<file path="config.mk">
export PLATFORM = sky130hd
export DESIGN_NAME = serial_sub_sched
export DESIGN_NICKNAME = d
export VERILOG_FILES = /design/src/rtl/serial_sub_sched.sv
export SDC_FILE = /design/constraint.sdc
export NUM_CORES = 1
export LEC_CHECK = 0
export ABC_AREA = 0
export CORE_AREA = 2 2 49 96
export CTS_CLUSTER_DIAMETER = 60
export DETAILED_ROUTE_END_ITERATION = 8
export DIE_AREA = 0 0 51 98
export GPL_ROUTABILITY_DRIVEN = 0
export PLACE_DENSITY_LB_ADDON = 0.12
export SYNTH_ARGS = -nofsm -noshare
export SYNTH_HDL_FRONTEND = slang
export SYNTH_SLANG_ARGS = --single-unit
export TNS_END_PERCENT = 30
</file>
<file path="constraint.sdc">
create_clock -name clk -period 2.3 [get_ports clk]
set_clock_uncertainty 0.2 [all_clocks]
set_input_delay 0.23 -clock clk [delete_from_list [all_inputs] [get_ports clk]]
set_output_delay 0.23 -clock clk [all_outputs]
set_load 0.005 [all_outputs]
</file>
<file path="src/rtl/serial_sub_sched.sv">
// Round-robin sequencer for two requesters sharing one 1-bit full-subtractor cell.
// Each granted request is subtracted bit-serially, LSB first, over WIDTH cycles.
module serial_sub_sched #(
  parameter int WIDTH = 8
) (
  input  logic             clk,
  input  logic             rst_n,
  input  logic             req0,
  input  logic [WIDTH-1:0] a0,
  input  logic [WIDTH-1:0] b0,
  input  logic             req1,
  input  logic [WIDTH-1:0] a1,
  input  logic [WIDTH-1:0] b1,
  output logic             gnt0,
  output logic             gnt1,
  output logic             busy,
  output logic             done,
  output logic             done_id,
  output logic [WIDTH-1:0] diff,
  output logic             bout,
  output logic             zero
);

  localparam int CW = (WIDTH > 2) ? $clog2(WIDTH) : 1;
  localparam logic [CW-1:0] LAST = CW'(WIDTH - 1);

  typedef enum logic [1:0] {IDLE, SHIFT, DONE} state_t;

  state_t           state_reg, state_next;
  logic             ptr_reg, ptr_next;
  logic             id_reg, id_next;
  logic [WIDTH-1:0] a_reg, a_next;
  logic [WIDTH-1:0] b_reg, b_next;
  logic [WIDTH-2:0] res_reg, res_next;
  logic             borrow_reg, borrow_next;
  logic [CW-1:0]    cnt_reg, cnt_next;
  logic             gnt0_reg, gnt0_next;
  logic             gnt1_reg, gnt1_next;
  logic [WIDTH-1:0] diff_reg, diff_next;
  logic             bout_reg, bout_next;
  logic             zero_reg, zero_next;
  logic             done_id_reg, done_id_next;

  logic             cell_d, cell_bout;
  logic [WIDTH-1:0] a_shift, b_shift, res_shift;
  logic             sel;

  // The shared subtractor cell.
  assign cell_d    = a_reg[0] ^ b_reg[0] ^ borrow_reg;
  assign cell_bout = (~a_reg[0] & b_reg[0]) | (~a_reg[0] & borrow_reg) | (b_reg[0] & borrow_reg);

  // res_reg holds the WIDTH-1 bits already produced; the new bit enters at the top.
  assign res_shift = {cell_d, res_reg};

  genvar gi;
  generate
    for (gi = 0; gi < WIDTH - 1; gi++) begin : g_shift
      assign a_shift[gi] = a_reg[gi+1];
      assign b_shift[gi] = b_reg[gi+1];
    end
  endgenerate
  assign a_shift[WIDTH-1] = 1'b0;
  assign b_shift[WIDTH-1] = 1'b0;

  // On a tie the requester not served last wins.
  assign sel = (req0 && req1) ? ~ptr_reg : req1;

  always_comb begin
    state_next   = state_reg;
    ptr_next     = ptr_reg;
    id_next      = id_reg;
    a_next       = a_reg;
    b_next       = b_reg;
    res_next     = res_reg;
    borrow_next  = borrow_reg;
    cnt_next     = cnt_reg;
    gnt0_next    = 1'b0;
    gnt1_next    = 1'b0;
    diff_next    = diff_reg;
    bout_next    = bout_reg;
    zero_next    = zero_reg;
    done_id_next = done_id_reg;
    case (state_reg)
      IDLE: begin
        if (req0 || req1) begin
          state_next  = SHIFT;
          a_next      = sel ? a1 : a0;
          b_next      = sel ? b1 : b0;
          borrow_next = 1'b0;
          cnt_next    = '0;
          id_next     = sel;
          gnt0_next   = ~sel;
          gnt1_next   = sel;
        end
      end
      SHIFT: begin
        borrow_next = cell_bout;
        res_next    = res_shift[WIDTH-1:1];
        a_next      = a_shift;
        b_next      = b_shift;
        cnt_next    = cnt_reg + CW'(1);
        if (cnt_reg == LAST) begin
          state_next   = DONE;
          diff_next    = res_shift;
          bout_next    = cell_bout;
          zero_next    = (res_shift == '0);
          done_id_next = id_reg;
          ptr_next     = id_reg;
        end
      end
      DONE:    state_next = IDLE;
      default: state_next = IDLE;
    endcase
  end

  always_ff @(posedge clk or negedge rst_n) begin
    if (!rst_n) begin
      state_reg   <= IDLE;
      ptr_reg     <= 1'b1;
      id_reg      <= 1'b0;
      a_reg       <= '0;
      b_reg       <= '0;
      res_reg     <= '0;
      borrow_reg  <= 1'b0;
      cnt_reg     <= '0;
      gnt0_reg    <= 1'b0;
      gnt1_reg    <= 1'b0;
      diff_reg    <= '0;
      bout_reg    <= 1'b0;
      zero_reg    <= 1'b0;
      done_id_reg <= 1'b0;
    end else begin
      state_reg   <= state_next;
      ptr_reg     <= ptr_next;
      id_reg      <= id_next;
      a_reg       <= a_next;
      b_reg       <= b_next;
      res_reg     <= res_next;
      borrow_reg  <= borrow_next;
      cnt_reg     <= cnt_next;
      gnt0_reg    <= gnt0_next;
      gnt1_reg    <= gnt1_next;
      diff_reg    <= diff_next;
      bout_reg    <= bout_next;
      zero_reg    <= zero_next;
      done_id_reg <= done_id_next;
    end
  end

  assign gnt0    = gnt0_reg;
  assign gnt1    = gnt1_reg;
  assign busy    = (state_reg != IDLE);
  assign done    = (state_reg == DONE);
  assign done_id = done_id_reg;
  assign diff    = diff_reg;
  assign bout    = bout_reg;
  assign zero    = zero_reg;

endmodule
</file>
==> results of run 1 <==
==> tightest hold or removal path: stages <==
cell and delay, ns:
dlygate4sd3_1 0.52, buf_2 0.12, buf_12 0.23
==> layout by cell type, fill, tap and decap left out <==
cell type,count
o21ai_1,1
clkinv_2,1
dfrtp_1,43
bufinv_16,1
buf_2,1
o221ai_1,11
clkbuf_1,1
a21boi_2,1
nor3_2,1
clkbuf_8,5
nor2_1,3
nand3b_2,1
nor2b_1,2
dfstp_2,1
a21o_1,1
nand2b_1,1
and2_1,4
mux2i_1,18
inv_1,8
buf_4,4
buf_12,2
nor4b_1,1
nand2_1,33
o21ai_0,14
ha_1,2
mux2_2,10
fa_1,1
a31o_2,3
dlygate4sd3_1,1
clkdlybuf4s50_1,49
o211ai_1,3
nor4_1,1
==> through the flow <==
| stage | instances | hold WS, ns | power (mW) | area [µm²] | worst slack, ns |
|---|---|---|---|---|---|
| after floorplan | 174 | -0.266 | 2.03 | 1980 | 0.555 |
| after global placement | 274 | 0.0217 | 2.50 | 2560 | 0.400 |
| after detailed placement | 274 | 0.0243 | 2.56 | 2560 | 0.392 |
| after CTS | 283 | 0.247 | 3.14 | 2680 | 0.352 |
| after global routing | 283 | 0.268 | 3.35 | 2680 | 0.203 |
| final | 283 | 0.240 | 3.10 | 2680 | 0.372 |
==> repair_timing <==
item	CTS	global route
hold endpoints to repair	44	0
gates resized for setup	0	0
hold buffers	1	0
==> layout make-up <==
type | instances | share of cell area [%]
clock buffers | 6 | 2.71
clock inverters | 2 | 1.31
inverters | 8 | 1.12
multi-input cells | 112 | 29.6
flip-flops and latches | 44 | 41.2
well taps | 54 | 2.53
repair buffers | 57 | 21.5
==> metal layers <==
metal  vias to the layer above  GRT usage [%]
li1                        716              -
met1                       708           21.2
met2                        45           33.2
met3                         6           3.98
met4                         0           8.11
met5                         -              0
==> power by group through the flow <==
stage	registers [mW]	logic (mW)	clock network (mW)
2_1_floorplan	1.29	0.738	0
3_3_place_gp	1.33	1.17	0
3_5_place_dp	1.34	1.22	0
4_1_cts	1.32	1.23	0.582
5_1_grt	1.37	1.35	0.626
6_report	1.32	1.21	0.573
==> cell families after synthesis <==
logic type	share of synthesized area, %
buf+inv	4.48
fa+ha+maj	2.27
compound gates	12.1
mux	14.8
simple gates	10.9
flops	55.6
==> how the worst min path moves through the flow <==
stage / startpoint / end
finish: rst_n / diff[6]$_DFFE_PN0P_
global route: rst_n / gnt1$_DFF_PN0_
CTS: rst_n / diff[6]$_DFFE_PN0P_
detailed placement: rst_n / diff[6]$_DFFE_PN0P_
global placement: rst_n / diff[6]$_DFFE_PN0P_
floorplan: rst_n / a_reg[0]$_DFFE_PN0P_
==> results_dict.tcl, run 1 <==
set metrics [dict create \
    outcome "completed" \
    reg2regPathDepth 4 \
    startpoint "state_reg[1]$_DFFE_PN0P_" \
    maxCapViolCount 0 \
    layout_min_cycle_time_ns 1.93 \
    cell_rows 34 \
    die-area_um2 5000 \
    worst_setup_endpoint "busy" \
    power.density_cell_area_nw_per_um2 1160 \
    type_of_destination_of_the_critical_path "output pin" \
    async_reset_ff_share_pct 100 \
    synth_most_common_cell "dfrtp_1" \
    drt-vias-per-instance 5.21 \
    cts_made_buffers 5 \
    clock_latency_ns 0.29 \
    timing.critical_path.buf_inv 2 \
    worst_slew_pin_slew_ns 0.494 \
    internal_power_mw 2.10 \
    numPortBuffers 50 \
    clock_power_share_pct 18.5 \
    dr.max_layer_used "met4" \
    combined_area_of_all_synthesized_cells_um2 1980 \
    cts_tree "yes" \
    tns_ns 0 \
    part_of_the_cycle_the_worst_path_needs_pct 83.8 \
    initial_utilization_pct 46.2 \
    cts.root.buffer_cell "clkbuf_8" \
    grt_start_max_net_pins 45 \
    critPathMaxFanout 10 \
    yosysWarningCount 0 \
    core-area_um2 4300 \
    worst_ir_drop_vdd_v 0.000620 \
    finalWirelength_mm 4.17 \
    synth.top_cells.by_area "dfrtp_1, mux2i_1, nand2_1" \
    cts_htree_levels 2 \
    critical-path-top-delay-family "buffers and inverters" \
    insertedDiodeCount 0 \
    wl_met2_mm 2.32 \
    antenna_left 0 \
    fraction_of_final_layout_cells_sized_beyond_drive_strength_1_pct 13.5 \
    die_width_um 51 \
    wl_met3_um 167 \
    first_pass_grt_wire_length_mm 7.14 \
    timing.critical_path.cells "nor2_1 > inv_1 > clkdlybuf4s50_1" \
    timing.max_slew.rel_slack_pct 66.9 \
    buffers_inserted_by_post_cts_timing_repair 0 \
    report.final.hold_viol_count 0 \
    cp.required_ns 1.87 \
    dominantRegCellSynth "dfrtp_1" \
    wire_length_on_met1_mm 1.60 \
    leakage_nw 1.22 \
    postSynthAreaPerCell_um2 11.4 \
    post_synth_num_cell_types 26 \
    drc 0 \
    critical_path.startpoint_type "flop" \
    globalRouteTotalUtil_pct 18.9 \
    setup_viol_count_final 0 \
    clk_transition_reported_paths_ns 0.08 \
    criticalPathCategory "flop to output pin" \
    critical_path_cell_count 3 \
    post_synth_most_frequent_cells "dfrtp_1, nand2_1, mux2i_1" \
    min-delay-path-class "primary input to asynchronous set/reset pin" \
    routedWlPerCell_um 14.7 \
    sequential_element_share_of_the_synthesized_area_pct 55.6 \
    worstPathArrival_ns 1.50 \
    dp.final_hpwl_mm 3.11 \
    power_switching_share_pct 32.5 \
    final-seq-area_um2 1100 \
    number_of_register_bits_inferred_by_synthesis 44 \
    clock_sink_count 44 \
    critical-path-slowest-cell "dfrtp_1" \
    critical-path-max-stage-delay_ns 0.48 \
    route.vias.total 1475 \
    sequential_group_share_of_total_power_pct 42.5 \
    synth_largest_type_area_fraction_pct 54.3 \
    drt-initial-drc-count 19 \
    clock_tree.buffer_depth 2 \
    reg2reg_to "done_id$_DFFE_PN0P_" \
    rsz0062_at_grt "no" \
    multi_input_comb_area_um2 792 \
    timing.fmax_ghz 0.519 \
    io_pins 51 \
    drt_first_pass_iters 4 \
    number_of_enable_type_register_cells_in_the_synthesized_netlist 0 \
    slack_of_the_worst_reg_to_reg_path_ns 0.49 \
    postLayoutCoreUtil_pct 62.3 \
    reg2reg_from "cnt_reg[0]$_DFFE_PN0P_" \
    grt_antenna_before_repair 0 \
    die_height_um 98 \
    flow.area_growth_from_synthesis_pct 34.9 \
    slew_viol_final 0 \
    switchingPower_mw 1.01 \
    grt_overflow_total 0 \
    synth_cells 174 \
    n_fill_cell 361 \
    first_global_vias 1569 \
    layout.nets 267 \
    yosysTopAreaCell "dfrtp_1" \
    p_comb_share_pct 39.0 \
    synthesis.nets 213 \
]
(Power assumes the default switching activity.)
==> run 2: changes to the inputs <==
==> constraint.sdc (replaced) <==
create_clock -name clk -period 1.9 [get_ports clk]
set_clock_uncertainty 0.2 [all_clocks]
set_input_delay 0.19 -clock clk [delete_from_list [all_inputs] [get_ports clk]]
set_output_delay 0.19 -clock clk [all_outputs]
set_load 0.005 [all_outputs]
==> results_dict.tcl, run 2 (synthesis results as in run 1) <==
set metrics [dict create \
    outcome "completed" \
    dp.final_hpwl_mm 3.11 \
    power_switching_share_pct 33.0 \
    cts.root.buffer_cell "clkbuf_8" \
    cts_htree_levels 2 \
    layout.nets 272 \
    flow.area_growth_from_synthesis_pct 37.0 \
    critical_path.startpoint_type "flop" \
    clock_latency_ns 0.29 \
    switchingPower_mw 1.24 \
    die_height_um 98 \
    criticalPathCategory "flop to output pin" \
    core-area_um2 4300 \
    timing.fmax_ghz 0.550 \
    io_pins 51 \
    sequential_group_share_of_total_power_pct 43.1 \
    type_of_destination_of_the_critical_path "output pin" \
    cts_made_buffers 5 \
    power.density_cell_area_nw_per_um2 1380 \
    drt_first_pass_iters 4 \
    routedWlPerCell_um 14.3 \
    slack_of_the_worst_reg_to_reg_path_ns 0.17 \
    antenna_left 0 \
    rsz0062_at_grt "no" \
    fraction_of_final_layout_cells_sized_beyond_drive_strength_1_pct 16.7 \
    worst_ir_drop_vdd_v 0.000834 \
    slew_viol_final 0 \
    leakage_nw 1.24 \
    clk_transition_reported_paths_ns 0.08 \
    buffers_inserted_by_post_cts_timing_repair 0 \
    part_of_the_cycle_the_worst_path_needs_pct 95.6 \
    die-area_um2 5000 \
    drt-vias-per-instance 5.32 \
    route.vias.total 1532 \
    commonest_non_fill_non_tap_cell_in_the_layout "clkdlybuf4s50_1" \
    clock_power_share_pct 16.0 \
    first_pass_grt_wire_length_mm 7.30 \
    min-delay-path-class "flop to flop" \
    numPortBuffers 50 \
    grt_antenna_before_repair 0 \
    cts_tree "yes" \
    worstPathArrival_ns 1.43 \
    drt-initial-drc-count 37 \
    grt_overflow_total 0 \
    initial_utilization_pct 46.2 \
    clock_tree.buffer_depth 2 \
    cp.required_ns 1.51 \
    drc 0 \
    worst_slew_pin_slew_ns 0.542 \
    first_global_vias 1653 \
    stdcell_count 288 \
    insertedDiodeCount 0 \
    maxCapViolCount 0 \
    finalWirelength_mm 4.12 \
    placed_cells 279 \
    internal_power_mw 2.50 \
    p_comb_share_pct 40.8 \
    cell_rows 34 \
    smallest_hold_slack_ns 0.282 \
    report.final.hold_viol_count 0 \
    setup_viol_count_final 0 \
    globalRouteTotalUtil_pct 19.2 \
    timing.max_slew.rel_slack_pct 63.9 \
    grt_start_max_net_pins 45 \
    clock_sink_count 44 \
    critPathMaxFanout 10 \
    layout.cells.most_common_list "clkdlybuf4s50_1, dfrtp_1, nand2_1, mux2i_1, o21ai_0" \
    tns_ns 0 \
    layout_min_cycle_time_ns 1.82 \
    die_width_um 51 \
]
run 2: cell count changes in the layout (fill, tap and decap cells not counted), sizes merged:
cell / delta
clkinvlp: +1
bufinv: -1
buf: +5
clkinv: -1
clkbuf: +1
run 2: critical path, cell delays in order (launching register included):
cell and delay [ns]:
dfrtp_2 0.48, nor2b_1 0.16, clkdlybuf4s50_1 0.50
run 2: power by group through the flow:
stage	sequential [mW]	combinational, mW	clock (mW)
floorplan	1.56	0.893	0
CTS	1.61	1.54	0.617
global route	1.67	1.70	0.660
finish	1.61	1.53	0.600
detailed placement	1.63	1.53	0
global placement	1.61	1.49	0
run 2: routing by layer:
layer,GRT usage (%),wire length (µm),vias up,share of wire (%)
met5,0,0,-,0
met2,34.6,2350,49,57
met3,3.98,172,4,4.2
li1,-,-,725,-
met1,20.2,1540,754,37
met4,9.77,65,0,1.6
run 2: final cells by class:
class	instances	area [µm²]
Multi-Input combinational cell	112	808
Timing Repair Buffer	62	613
Clock inverter	1	7.51
Sequential cell	44	1100
Tap cell	54	67.6
Clock buffer	7	86.3
Fill cell	358	1580
Inverter	8	30.0
run 2: path summary, 6_finish.rpt:
kind / startpoint / end / depth (start not counted)
setup / recovery: state_reg[1]$_DFFE_PN0P_ / done / 2
hold / removal: diff[7]$_DFFE_PN0P_ / diff[7]$_DFFE_PN0P_ / 2
setup reg to reg: a_reg[0]$_DFFE_PN0P_ / zero$_DFFE_PN0P_ / 5
hold reg to reg: diff[7]$_DFFE_PN0P_ / diff[7]$_DFFE_PN0P_ / 2
max in group asynchronous: rst_n / state_reg[0]$_DFFE_PN0P_ / 3
min in group asynchronous: rst_n / diff[6]$_DFFE_PN0P_ / 3
run 2: what timing repair did:
action | 4_1_cts | 5_1_grt
endpoints found under the setup margin | 1 | 11
hold endpoints to repair | 43 | 0
hold buffers | 1 | 0
gates resized for setup | 1 | 4
run 2: through the flow:
| stage | power, mW | utilization [%] | worst slack, ns | area [µm²] |
|---|---|---|---|---|
| after CTS | 3.77 | 62.9 | 0.00896 | 2700 |
| after detailed placement | 3.16 | 60.4 | 0.0485 | 2590 |
| after global routing | 4.03 | 63.2 | 0.0184 | 2720 |
| after global placement | 3.10 | 60.4 | 0.0889 | 2590 |
| final | 3.74 | 63.2 | 0.0833 | 2720 |
| after floorplan | 2.46 | - | 0.155 | 1980 |
